<file path="src/rtl/fifo_wr_arbiter.sv">
// Round-robin burst arbiter sharing one FIFO write port between N_REQ requesters.
// Latency: one arbitration cycle per grant, then one beat per cycle (k-beat burst = k+1 cycles).
// Backpressure: FULL holds the grant and the beat count, and drops READY and W_INC for that cycle.
module fifo_wr_arbiter #(
    parameter int DATA_WIDTH = 8,
    parameter int N_REQ      = 4,
    parameter int MAX_BURST  = 8,
    parameter int ID_W       = 2
) (
    input  logic                          CLK,
    input  logic                          RST,
    input  logic [N_REQ-1:0]              REQ_VALID,
    input  logic [N_REQ-1:0]              REQ_LAST,
    input  logic [N_REQ*DATA_WIDTH-1:0]   REQ_DATA,
    output logic [N_REQ-1:0]              REQ_READY,
    input  logic                          FULL,
    output logic [DATA_WIDTH-1:0]         WR_DATA,
    output logic                          W_INC,
    output logic [ID_W-1:0]               GNT_ID,
    output logic                          BUSY
);

    localparam int CNT_W = $clog2(MAX_BURST) + 1;
    localparam int SUM_W = ID_W + 1;
    localparam logic [CNT_W-1:0] LAST_CNT = CNT_W'(MAX_BURST - 1);
    localparam logic [SUM_W-1:0] N_REQ_W  = SUM_W'(N_REQ);

    typedef enum logic {
        IDLE  = 1'b0,
        GRANT = 1'b1
    } state_t;

    state_t                state, state_nxt;
    logic [ID_W-1:0]       rr_ptr, rr_ptr_nxt;
    logic [ID_W-1:0]       gnt_id, gnt_id_nxt;
    logic [CNT_W-1:0]      beat_cnt, beat_cnt_nxt;

    logic [2*N_REQ-1:0]    rot_valid;
    logic [SUM_W-1:0]      pick_sum;
    logic [ID_W-1:0]       pick_id;
    logic                  pick_vld;

    logic [SUM_W-1:0]      inc_sum;
    logic [ID_W-1:0]       gnt_next_ptr;

    logic [N_REQ-1:0]      gnt_onehot;
    logic [DATA_WIDTH-1:0] gnt_data;
    logic                  gnt_valid;
    logic                  gnt_last;

    // Rotate the valid vector so bit 0 is rr_ptr, take the first set bit, map back to an index.
    always_comb begin
        rot_valid = {REQ_VALID, REQ_VALID} >> rr_ptr;
        pick_vld  = 1'b0;
        pick_sum  = '0;
        for (int k = 0; k < N_REQ; k++) begin
            if (!pick_vld && rot_valid[k]) begin
                pick_vld = 1'b1;
                pick_sum = {1'b0, rr_ptr} + SUM_W'(k);
            end
        end
        pick_id = (pick_sum >= N_REQ_W) ? ID_W'(pick_sum - N_REQ_W) : ID_W'(pick_sum);
    end

    // Steer the current owner's handshake and data; other requesters are masked out entirely.
    always_comb begin
        gnt_onehot = '0;
        gnt_data   = '0;
        gnt_valid  = 1'b0;
        gnt_last   = 1'b0;
        for (int i = 0; i < N_REQ; i++) begin
            if (gnt_id == ID_W'(i)) begin
                gnt_onehot[i] = 1'b1;
                gnt_data      = REQ_DATA[i*DATA_WIDTH +: DATA_WIDTH];
                gnt_valid     = REQ_VALID[i];
                gnt_last      = REQ_LAST[i];
            end
        end
        inc_sum      = {1'b0, gnt_id} + SUM_W'(1);
        gnt_next_ptr = (inc_sum >= N_REQ_W) ? ID_W'(inc_sum - N_REQ_W) : ID_W'(inc_sum);
    end

    // Next-state and write-port outputs; a beat moves only when the owner is valid and FULL is low.
    always_comb begin
        state_nxt    = state;
        rr_ptr_nxt   = rr_ptr;
        gnt_id_nxt   = gnt_id;
        beat_cnt_nxt = beat_cnt;
        REQ_READY    = '0;
        W_INC        = 1'b0;
        WR_DATA      = '0;
        case (state)
            IDLE: begin
                if (pick_vld) begin
                    gnt_id_nxt   = pick_id;
                    beat_cnt_nxt = '0;
                    state_nxt    = GRANT;
                end
            end
            GRANT: begin
                WR_DATA   = gnt_data;
                REQ_READY = gnt_onehot & {N_REQ{~FULL}};
                W_INC     = gnt_valid & ~FULL;
                if (W_INC) begin
                    if (gnt_last || (beat_cnt == LAST_CNT)) begin
                        state_nxt    = IDLE;
                        rr_ptr_nxt   = gnt_next_ptr;
                        beat_cnt_nxt = '0;
                    end else begin
                        beat_cnt_nxt = beat_cnt + CNT_W'(1);
                    end
                end
            end
            default: state_nxt = IDLE;
        endcase
    end

    // State registers; a reset mid-burst simply abandons the grant.
    always_ff @(posedge CLK) begin
        if (RST) begin
            state    <= IDLE;
            rr_ptr   <= '0;
            gnt_id   <= '0;
            beat_cnt <= '0;
        end else begin
            state    <= state_nxt;
            rr_ptr   <= rr_ptr_nxt;
            gnt_id   <= gnt_id_nxt;
            beat_cnt <= beat_cnt_nxt;
        end
    end

    assign GNT_ID = gnt_id;
    assign BUSY   = (state == GRANT);

endmodule

</file>
<file path="config.mk">
export PLATFORM = sky130hd
export DESIGN_NAME = fifo_wr_arbiter
export DESIGN_NICKNAME = d
export VERILOG_FILES = /design/src/rtl/fifo_wr_arbiter.sv
export SDC_FILE = /design/constraint.sdc
export NUM_CORES = 1
export LEC_CHECK = 0
export CORE_UTILIZATION = 37
export DETAILED_ROUTE_END_ITERATION = 6
export HOLD_SLACK_MARGIN = 0.03
export PLACE_DENSITY_LB_ADDON = 0.05
export SLEW_MARGIN = 20
export SYNTH_ARGS = -nofsm -noshare
export SYNTH_HDL_FRONTEND = slang
export SYNTH_SLANG_ARGS = --single-unit
</file>
<file path="constraint.sdc">
create_clock -name CLK -period 2.2 [get_ports CLK]
set_input_delay 0.33 -clock CLK [delete_from_list [all_inputs] [get_ports CLK]]
set_output_delay 0.33 -clock CLK [all_outputs]
set_load 0.1 [all_outputs]
</file>
* Word level (Yosys, flattened, before mapping)
Index checks and enable logic that the tools add are counted.
** Operators by class
- $add $sub $neg :: 7
- Magnitude comparators :: 2
- Equal/unequal tests :: 6
- Shift-type cells :: 1
- Muxes and demuxes :: 37
- Bitwise gates (word level) :: 4
- Reduce and logical (&&, ||, !) cells :: 11
** Operators with widths (number)
- 8-bit two-way mux :: 5
- 1-bit two-way mux :: 20
- 4-bit two-way mux :: 4
- 3-bit two-way mux :: 3
- 4-bit case mux with 2 select lines :: 1
- 8-bit by 2-bit right shift with 4-bit output :: 1
- 2-bit by 1-bit adder with 3-bit output (second input constant) :: 2
- 2-bit by 2-bit adder with 3-bit output (second input constant) :: 2
- 3-bit greater-or-equal comparator (second input constant) :: 2
- 2-bit two-way mux :: 3
- 4-bit by 1-bit adder with 4-bit output (second input constant) :: 1
- 4-bit AND :: 1
- 2-bit equality test (second input constant) :: 2
- 4-bit by 3-bit equality test with 1-bit output (second input constant) :: 1
- 2-bit AND reduction :: 2
- 2-bit by 1-bit subtractor with 2-bit output (second input constant) :: 2
- 1-bit logical AND :: 3
- 1-bit logical NOT :: 3
- 3-bit AND reduction :: 1
- 2-bit by 1-bit equality test with 1-bit output (second input constant) :: 1
- 2-bit logical NOT :: 1
- 2-bit by 1-bit inequality test with 1-bit output (second input constant) :: 1
- 2-bit inequality test (second input constant) :: 1
- 1-bit NOT :: 2
- 3 further kinds :: 3
** Word-level totals
- Bits in registers :: 9
- Input port bits :: 43
- Output and inout port bits :: 16
- Word-level logic and storage cells :: 72

* Logic depth before layout (Yosys ltp)
- Depth after elaboration :: 13
- Depth in mapped cells :: 8
- Mapped depth without buffers :: 7

* Worst setup path after synthesis
Ideal clock, no wire load.
- Path type :: reg-to-output
- Start :: reg gnt_id[0], in the netlist GNT_ID[0]
- End :: out WR_DATA[2]
- Data arrival time :: 3422 ps
- Required time :: 1870 ps
- Setup slack :: -1552 ps
- Stages on the path, launching flop included :: 6
- Buffers on the path :: 2
- Cells stage by stage :: dfxtp_1 ha_1 clkbuf_1 clkbuf_1 a21oi_1 nor2b_1
** Between the ends
- Longest elaborated chain between the ends :: 6
- Elaborated cells between the ends (all ways) :: 9
- Those cells by class :: 3 x eq/ne; 5 x mux; 1 x reduce/logical
** RTL lines
- start: declaration :: line 35 : logic [ID_W-1:0] gnt_id, gnt_id_nxt;
- start signal: assignment :: line 128 : gnt_id <= gnt_id_nxt;
- 2-bit logical NOT :: line 72 : if (gnt_id == ID_W'(i)) begin
- 8-bit two-way mux (3 in a row) :: line 72
- 8-bit two-way mux * :: line 72
- 8-bit two-way mux * :: line 92 : case (state)
- end: declaration :: line 17 : output logic [DATA_WIDTH-1:0] WR_DATA,
Every way passes the cells marked *; elsewhere a longest branch is shown, timed or not.

* Worst setup path in the final report
- Start :: reg gnt_id[1], in the netlist GNT_ID[1]
- End :: out WR_DATA[1]
The elaborated chain is that of the path after synthesis.

==> flow_summary_export.csv <==
group,metric,value,unit
status,status,"complete, but fails checks",
status,violations,"negative setup slack",
final_layout,layout.cells.non_filler,233,
setup_path,critPathBufInv,2,
clocking,cts_max_level,1,
setup_path,worst_path_largest_cell_delay,390,ps
grt,gr-total-overflow,0,
clocking,cts_tree,"built",
setup_path,cpMostUsedCell,"nor2b_4",
drt,first_pass_iters,4,
setup_path,crit_slowest_cell,"dfxtp_4",
final_layout,diodes,0,
setup_path,path_max_fanout,7,
timing,fmax,450.7,MHz
min_path,whs_path_depth,2,
timing,hold_violations,0,
final_layout,layout-drive-gt1-share,0.3596,
drt,vias_per_cell,5.614,
synth,synth_cell_types,35,
timing,worst_slew_pin_slew,410.5,ps
setup_path,required,1870,ps
timing,timing.final.ws_setup,-18.89,ps
power_and_ir_drop,leakagePower,0.7811,nW
clocking,cts.reportedPaths.clkPinSlew,60,ps
setup_path,crit_chain,"inv_4 > ha_4 > nor2b_4 > a221oi_2 > nor3_1 > a21oi_2 > nor2b_4 > buf_12",
placed_design,gp_congestion,0.7959,
floorplan,die_h,52.90,um
grt,met2_usage,0.4684,
min_path,hold-path-endpoint,"beat_cnt[1]$_SDFFE_PP0P_",
placed_design,port_buffers,58,
final_layout,final_common_cell,"clkdlybuf4s50_1",
floorplan,core_area,2455,um2
drt,route.detailed.drc,0,
min_path,hold_path_class,"flop to flop",
setup_path,reg2reg_to,"beat_cnt[3]$_SDFFE_PP0P_",
timing,relSlewSlack,0.7238,
grt,grt_pass1_wl,5471,um
synth,synth_cells,133,
final_layout,syn_to_final_growth,109.8,%
drt,drt_iter0_markers,19,
grt,grt-busiest-layer,"met2",
clocking,clock_latency,260,ps
timing,fin_crit_sh,1.009,
drt,wl_per_cell,15.55,um
clocking,cts_buffers,3,
drt,routed_wl,3623,um
setup_path,path_class,"flop to primary output",
final_layout,nets,252,
timing,fin_skew,4.429,ps
timing,fin_tns_setup,-30.23,ps
setup_path,rr_worst_depth,8,
grt,grt_util_met3,0.06034,
timing,hold_ws,477.9,ps
min_path,hp-start,"beat_cnt[1]$_SDFFE_PP0P_",
synth,netlist.area_leader.share,0.1880,
synth,synth.area.top_cells,"dfxtp_1 19%, nor2b_1 12%, a21oi_1 10%, ha_1 6.5%, a221oi_1 6.4%",
final_layout,fillers,152,
placed_design,dpl.cell_count,223,
placed_design,post-place-ws,9.581,ps
synth,synthArstFlopShare,0,
floorplan,rows,18,
timing,min_period,2219,ps
synth,syn-cell-area,958.4,um2
grt,antenna_found_initial,0,
synth,syn_avg_cell_area,7.206,um2
synth,yosys.area.top_type,"dfxtp_1",
timing,setup_viol,2,
synth,ys_seq_elements,9,
power_and_ir_drop,ir_worst_vdd,0.4168,mV
timing,slew_violations,0,
placed_design,dpl_cell_area,1847,um2
floorplan,ioPinCount,59,
clocking,clock_tree.root_cell,"clkbuf_4",
drt,vias,1308,
floorplan,die_area,2798,um2
placed_design,dp_hpwl,2702,um
setup_path,r2r-start,"GNT_ID[0]$_SDFFE_PP0P_",
power_and_ir_drop,total_power,891.6,uW
grt,first_global_vias,1178,
setup_path,r2r_setup_slack,110,ps
grt,grt_max_degree,16,
flow_run,max_cap_viol_count,0,
final_layout,most-common-layout-cells,"42 x clkdlybuf4s50_1, 17 x buf_4, 14 x a21oi_1",
setup_path,arrival,1890,ps
setup_path,end_kind,"primary output",
floorplan,initial_core_util,0.3904,
synth,ys_warn_count,0,
final_layout,final_area,2011,um2
setup_path,cp-start-kind,"flop",
final_layout,final_util,0.8191,
synth,seq_area_frac_synth,0.1880,
setup_path,critical_path.top_delay_family,"simple AND/OR/NAND/NOR gates",
synth,synth_nets,181,
clocking,cts_buffer_depth,2,
drt,antenna_left,0,
floorplan,die_w,52.90,um
power_and_ir_drop,powerDensity,443.4,nW/um2
synth,synth_edf_count,0,
synth,synth_top_flop_cell,"dfxtp_1",
clocking,hold_buffers,0,
timing,grt_setup_unrepaired,"true",
clocking,cts.sinks,9,
grt,use_met1,0.3060,
grt,grtUsageTotal,0.2630,
==> timing repair <==
action,4_1_cts,5_1_grt
setup buffers,5,1
endpoints found under the setup margin,9,9
pin swaps,1,2
gates resized for setup,11,10
==> worst max-delay path by stage <==
stage / from / end / slack [ps] / depth (start not counted)
6_report: GNT_ID[1]$_SDFFE_PP0P_ / WR_DATA[1] / -20 / 8
5_1_grt: GNT_ID[1]$_SDFFE_PP0P_ / W_INC / -100 / 8
4_1_cts: GNT_ID[1]$_SDFFE_PP0P_ / W_INC / -9 / 8
3_5_place_dp: REQ_VALID[2] / beat_cnt[1]$_SDFFE_PP0P_ / 10 / 7
3_3_place_gp: REQ_VALID[2] / beat_cnt[1]$_SDFFE_PP0P_ / 80 / 7
2_1_floorplan: GNT_ID[1]$_SDFFE_PP0P_ / W_INC / -20 / 6
==> per-layer routing <==
metal  vias to the layer above  wire, um  part of all wire
li1                        627         -                 -
met1                       628      1450              0.40
met2                        49      1828              0.50
met3                         4       308             0.085
met4                         0        36            0.0099
met5                         -         0                 0
==> cell families (layout without fill, tap and decap cells) <==
logic type      Yosys count  after routing  share of synthesized area
flops                     9              9                     0.1880
simple gates             63             63                     0.3682
mux                       3              3                    0.03264
buf+inv                  15             85                    0.06006
compound gates           38             38                     0.2859
fa+ha+maj                 5              5                    0.06527
==> worst reg2reg max path: stages, from the launching register on <==
cell and delay, ps:
dfxtp_4 390, inv_4 50, ha_4 210, buf_6 160
a21oi_1 140, a22o_1 200, o211ai_1 180, or4_1 530
a21oi_1 150
==> cells in the mapped netlist, types with 2 or more instances <==
library cell  number
clkbuf_1           7
nor2b_1           18
nand3b_1           3
inv_1              7
nor4_1             3
nand2_1            9
and2_1             5
a221oi_1           7
mux2i_1            2
dfxtp_1            9
a21oi_1           20
nor2_1             7
o21ai_0            2
ha_1               5
nor3_1             9
==> registers in the layout (all words and copies together), names as in the netlist <==
signal / flops
beat_cnt: 4
GNT_ID: 2
rr_ptr: 2
BUSY: 1
==> cell type report <==
class / instances / area, um2 / area share
Timing Repair Buffer: 74 / 830.8 / 0.4132
Multi-Input combinational cell: 109 / 895.9 / 0.4456
Sequential cell: 9 / 188.9 / 0.09396
Clock buffer: 4 / 26.28 / 0.01307
Inverter: 7 / 31.28 / 0.01556
Tap cell: 30 / 37.54 / 0.01867
==> power by group <==
part           internal, mW  switching, mW  total, mW
Clock                0.0698         0.0553      0.125
Combinational         0.266          0.319      0.585
Sequential            0.169         0.0131      0.182
Total                 0.504          0.388      0.892
Note: power is estimated with default switching activity, not from simulation.
